$ cat config.mk
export PLATFORM = sky130hd
export DESIGN_NAME = obb_update_scheduler
export DESIGN_NICKNAME = d
export VERILOG_FILES = /design/src/rtl/obb_update_scheduler.sv
export SDC_FILE = /design/constraint.sdc
export NUM_CORES = 1
export LEC_CHECK = 0
export BUFFER_PORTS_ARGS = -buffer_cell sky130_fd_sc_hd__buf_4
export CORE_AREA = 2 2 162 164
export CTS_BUF_LIST = sky130_fd_sc_hd__clkbuf_8
export DETAILED_ROUTE_END_ITERATION = 8
export DIE_AREA = 0 0 164 166
export PLACE_DENSITY = 0.51
export SLEW_MARGIN = 20
export SYNTH_ARGS = -nofsm -noshare
export SYNTH_HDL_FRONTEND = slang
export SYNTH_SLANG_ARGS = --single-unit
export TNS_END_PERCENT = 100
$ cat constraint.sdc
create_clock -name clk -period 8 [get_ports clk]
set_input_delay 0.4 -clock clk [delete_from_list [all_inputs] [get_ports clk]]
set_output_delay 0.4 -clock clk [all_outputs]
set_load 0.01 [all_outputs]
$ cat src/rtl/obb_update_scheduler.sv
// rtl/obb_update_scheduler.sv - per-frame OBB physics pass sequencer with external memory arbitration
module obb_update_scheduler #(
  parameter int N_OBJ = 8,
  parameter int IDX_W = 3,
  parameter int OBB_W = 96
) (
  input  logic             clk,
  input  logic             rst,
  input  logic             enable,
  input  logic             frame_tick,
  output logic [IDX_W-1:0] mem_addr,
  output logic             mem_rd,
  input  logic [OBB_W-1:0] mem_rdata,
  output logic             mem_wr,
  output logic [OBB_W-1:0] mem_wdata,
  output logic [OBB_W-1:0] upd_prev,
  input  logic [OBB_W-1:0] upd_next,
  input  logic             ext_req,
  output logic             ext_gnt,
  output logic             busy,
  output logic             done,
  output logic             overrun,
  output logic [15:0]      pass_count
);

  typedef enum logic [2:0] {IDLE, READ, LATCH, WRITE, DONE} state_t;

  state_t           state, state_nxt;
  logic [IDX_W-1:0] idx;
  logic             pend;
  logic             tick;
  logic             start;
  logic             last;

  assign tick      = frame_tick & enable;
  // A pending or fresh frame always beats a same-cycle ext_req, but never preempts a live grant.
  assign start     = (state == IDLE) && (pend || tick) && !ext_gnt;
  assign last      = (idx == IDX_W'(N_OBJ - 1));
  assign mem_addr  = idx;
  assign mem_wdata = upd_next;

  always_ff @(posedge clk or posedge rst) begin
    if (rst) state <= IDLE;
    else     state <= state_nxt;
  end

  always_comb begin
    state_nxt = state;
    mem_rd    = 1'b0;
    mem_wr    = 1'b0;
    busy      = 1'b0;
    done      = 1'b0;
    case (state)
      IDLE:  if (start) state_nxt = READ;
      READ:  begin
        mem_rd    = 1'b1;
        busy      = 1'b1;
        state_nxt = LATCH;
      end
      LATCH: begin
        busy      = 1'b1;
        state_nxt = WRITE;
      end
      WRITE: begin
        mem_wr    = 1'b1;
        busy      = 1'b1;
        state_nxt = last ? DONE : READ;
      end
      DONE:  begin
        done      = 1'b1;
        state_nxt = IDLE;
      end
      default: state_nxt = IDLE;
    endcase
  end

  always_ff @(posedge clk or posedge rst) begin
    if (rst) begin
      idx        <= '0;
      pend       <= 1'b0;
      upd_prev   <= '0;
      ext_gnt    <= 1'b0;
      overrun    <= 1'b0;
      pass_count <= '0;
    end else begin
      // Grant only changes in IDLE; it tracks ext_req one edge late and is forced low outside IDLE.
      ext_gnt <= (state == IDLE) && !start && ext_req;

      if (start) begin
        pend <= 1'b0;
      end else if (tick) begin
        if (pend) overrun <= 1'b1;
        else      pend    <= 1'b1;
      end

      if (start)                         idx <= '0;
      else if (state == WRITE && !last)  idx <= idx + 1'b1;

      if (state == LATCH) upd_prev   <= mem_rdata;
      if (state == DONE)  pass_count <= pass_count + 16'd1;
    end
  end

endmodule

# Word level (Yosys, flattened, before mapping)
# Cells that the tools add are included.
# word_totals
inputBits,197
elab_cells,42
output_inout_bits,217
ff_bits,121
# classes
addsub,2
eq_ne,6
n_reduce_logical,14
n_bitwise,2
muxes,11
# ops
cell,n
$add A16 B1 Y16 const B,1
$mux W3,4
$pmux W3 S4,1
$eq A3 B2 Y1 const B,2
$eq A3 B3 Y1 const B,2
$mux W1,6
$logic_and A1 B1 Y1,5
$reduce_bool A2 Y1,2
$add A3 B1 Y3 const B,1
$eq A3 B1 Y1 const B,1
$logic_not A1 Y1,3
$logic_not A3 Y1,1
$reduce_and A3 Y1,1
$reduce_or A3 Y1,1
$ne A2 B2 Y1 const B,1
$and A1 B1 Y1,1
$logic_or A1 B1 Y1,1
$not A1 Y1,1

# Logic depth before layout (Yosys ltp)
# logic_depth
word_depth,7
ltp_mapped,6
ltp_nobuf,5

# Worst setup path after synthesis
# No wires, ideal clock.
# synth_timing
kind,register -> register
from,register state[0]
to,register upd_prev[0]
required_time_ns,7.873
slack_ns,6.454
n_path_buf,3
arrival_time_ns,1.419
stages_incl_launch_ff,6
setup_ns,0.127
path_cell_list,dfrtp_1 -> buf_2 -> nor3b_4 -> buf_6 -> buf_6 -> mux2_1
# synth_via
elab_chain_len,1
# synth_lines
element,line,source
"start, declared",28,"state_t state, state_nxt;"
"start signal, assigned",44,else state <= state_nxt;
$eq A3 B2 Y1,99,if (state == LATCH) upd_prev <= mem_rdata;
"end signal, assigned",99,
"end, declared",16,"output logic [OBB_W-1:0] upd_prev,"
# Every way passes these cells.
# A chain may end at the register's enable or synchronous reset.

# Final worst setup path
# layout_timing
from,register state[2]
to,output done
# layout_via
elab_chain_len,2
# layout_lines
element,line,source
$eq A3 B3 Y1,53,case (state)
$mux W1,53,
"end, declared",21,"output logic done,"
# Every way passes these cells.

==> flow_metrics.py <==
metrics = {
    "run_status": {
        "status": "complete, no violations",
    },
    "die": {
        "rows": 59,
        "dieWidth_um": 164,
        "fp.dieH_um": 166,
        "die_area_um2": 27200,
        "start_util_pct": 21.3,
        "io_pins": 414,
        "core_area_um2": 25600,
    },
    "clock_network": {
        "cts_tree": "built",
        "clk_pin_slew_ns": 0.08,
        "cts_resized": 0,
        "cts-root-buf": "clkbuf_8",
        "clock_path_buffers": 2,
        "clkLatencyLatePin_ns": 0.44,
        "cts_setup_buffers": 0,
        "htreeDepth": 4,
        "cts_hold_buf": 0,
        "cts-buffers-inserted": 17,
        "clock-sinks": 121,
    },
    "worst_setup_path": {
        "critPathKind": "flop to output port",
        "cp-start-kind": "flop",
        "worst_ep_arrival_time_ns": 1.86,
        "cp-end-kind": "output port",
        "cp_max_fo": 12,
        "r2r_cells": 4,
        "worstPathRequired_ns": 7.60,
        "r2r-start": "state[2]",
        "reg2reg_slack_ns": 6.06,
        "r2r-end": "pass_count[12]",
    },
    "grt": {
        "grt_pass1_vias": 3806,
        "grt_overflow": 0,
        "grt_start_max_net_pins": 62,
        "track_usage_pct": 9.39,
        "grt_pass1_wl_um": 19800,
        "antenna_found_initial": 0,
    },
    "placement": {
        "place_ws_ns": 6.02,
        "dp_hpwl_um": 9480,
        "io_buffers": 221,
        "globalplace.congestion": 0.733,
    },
    "drt": {
        "post_drt_wl_per_cell_um": 14.6,
        "drt_iter0_markers": 104,
        "drt-pass1-iter-count": 5,
        "vias": 3435,
        "routed_wl_um": 12900,
        "ant_nets": 0,
        "avgViaCountPerCell": 3.91,
        "drc": 0,
    },
    "power_and_ir_drop": {
        "power_density_nw_per_um2": 382,
        "leakagePower_nw": 3.31,
        "ir_drop_v": 0.000148,
    },
    "synth": {
        "synth_top_area_cell": "dfrtp_1",
        "synth_seq_cells": 121,
        "synth_warnings": 0,
        "synth_area_leaders": "dfrtp_1, buf_4, mux2_2",
        "synthCells": 398,
        "postSynthAreaPerCell_um2": 13.7,
        "synth_edf_count": 0,
        "syn_area_um2": 5450,
        "synth_top_cell_area_share_pct": 55.5,
        "synthArstFlopShare_pct": 100,
        "synth.distinct_cells": 29,
        "syn_nets": 598,
        "ys.flop_type": "dfrtp_1",
        "yosysSeqAreaShare_pct": 55.5,
    },
    "timing": {
        "rsz0062_at_grt": "false",
        "min_period_ns": 2.26,
        "finalSetupViolCount": 0,
        "final_hold_viol_count": 0,
        "skew_ns": 0.0137,
        "tightest_slew_ns": 0.777,
        "whs_ns": 0.110,
        "final_max_slew_viol_count": 0,
        "period_share_pct": 28.2,
        "setup_tns_ns": 0,
        "finalWorstSetupSlack_ns": 5.74,
        "slew_headroom_pct": 48.2,
        "fmax_ghz": 0.443,
    },
    "finish": {
        "fin_nets": 731,
        "diodes": 0,
        "area_growth_syn_to_layout_pct": 30.5,
        "final-seq-area_um2": 3030,
        "n_fill_cell": 2662,
        "final_util_pct": 27.8,
        "drive_gt1_share_pct": 58.3,
        "multi_input_area_um2": 1580,
    },
    "min_path": {
        "hold_path.class": "input pin to async pin",
    },
    "run": {
        "cap_violations": 0,
    },
}
==> cell usage in the layout (no fill, tap or decap), types with 2 or more instances in the layout <==
cell type,count
a21oi_1,2
and2_1,2
and4_1,4
buf_4,224
bufinv_16,2
clkbuf_8,17
clkinv_4,3
clkinvlp_4,4
dfrtp_1,121
ha_1,3
inv_6,5
mux2_1,40
mux2_2,57
mux2i_1,2
nand2_1,6
nand3_1,7
nand4_1,3
nor2_1,10
nor2b_1,2
xnor2_1,13
xor2_1,4
==> through the flow <==
step / instances / cell area, um^2 / total power, mW
2_1_floorplan: 398 / 5450 / 1.69
3_3_place_gp: 847 / 6720 / 2.16
3_5_place_dp: 847 / 6720 / 2.20
4_1_cts: 879 / 7120 / 2.79
5_1_grt: 879 / 7120 / 2.91
6_report: 879 / 7120 / 2.72
==> sequential cells by signal, summed over array words and instances, names as in the netlist <==
name and count:
upd_prev 96, pass_count 16, mem_addr 3, state 3
ext_gnt 1, overrun 1, pend 1
==> worst max-delay path: stages (launching register included) <==
cell and delay, ns:
dfrtp_1 0.52, nor3b_2 0.66, buf_4 0.24
==> cell usage after synthesis, types with 3 or more instances <==
library cell / n
ha_1: 3
nor2_1: 10
dfrtp_1: 121
buf_4: 103
nand4_1: 3
and4_1: 4
xor2_1: 4
mux2_1: 40
xnor2_1: 13
buf_6: 5
nand3_1: 7
mux2_2: 57
nand2_1: 6
==> cell families (layout without fill, tap and decap cells) <==
kind of cell	Yosys count	count (layout)	share of synthesized area [%]
flip-flops	121	121	55.5
buffers and inverters	112	258	15.5
multiplexers	99	99	20.4
AND/OR/NAND/NOR	43	43	4.77
XOR/XNOR	17	17	2.73
adder cells (fa/ha/maj)	3	3	0.688
AO/OA/AOI/OAI	3	3	0.367
==> report_power, final <==
group / switching [mW] / total [mW] / internal, mW / leakage [nW]
clock: 0.278 / 0.560 / 0.282 / 0.190
combinational: 0.467 / 1.11 / 0.645 / 1.66
sequential: 0.158 / 1.04 / 0.885 / 1.46
total: 0.903 / 2.72 / 1.81 / 3.31
==> metal layers <==
layer  vias up  part of all wire (%)  global-route usage (%)
met5         -                     0                       0
met4         0                   3.5                    5.19
met1      1648                    37                    9.46
met2       195                    49                    15.6
li1       1527                     -                       -
met3        65                    11                    4.77
==> final cells by class <==
| class | instances | area share, % |
|---|---|---|
| flip-flops and latches | 121 | 42.5 |
| repair buffers | 224 | 23.6 |
| multi-input cells | 165 | 22.2 |
| well taps | 335 | 5.89 |
| clock buffers | 17 | 3.29 |
| clock inverters | 15 | 2.32 |
| inverters | 2 | 0.141 |
==> worst max-delay path by stage <==
stage               startpoint           to  slack [ns]  cells past startpoint
floorplan                  rst      ext_gnt        4.39                      1
global placement           rst  upd_prev[3]        6.06                      3
detailed placement         rst  upd_prev[3]        6.02                      3
CTS                   state[2]         done        5.68                      2
global route          state[2]         done        5.53                      2
finish                state[2]         done        5.74                      2
(Power assumes the default switching activity.)
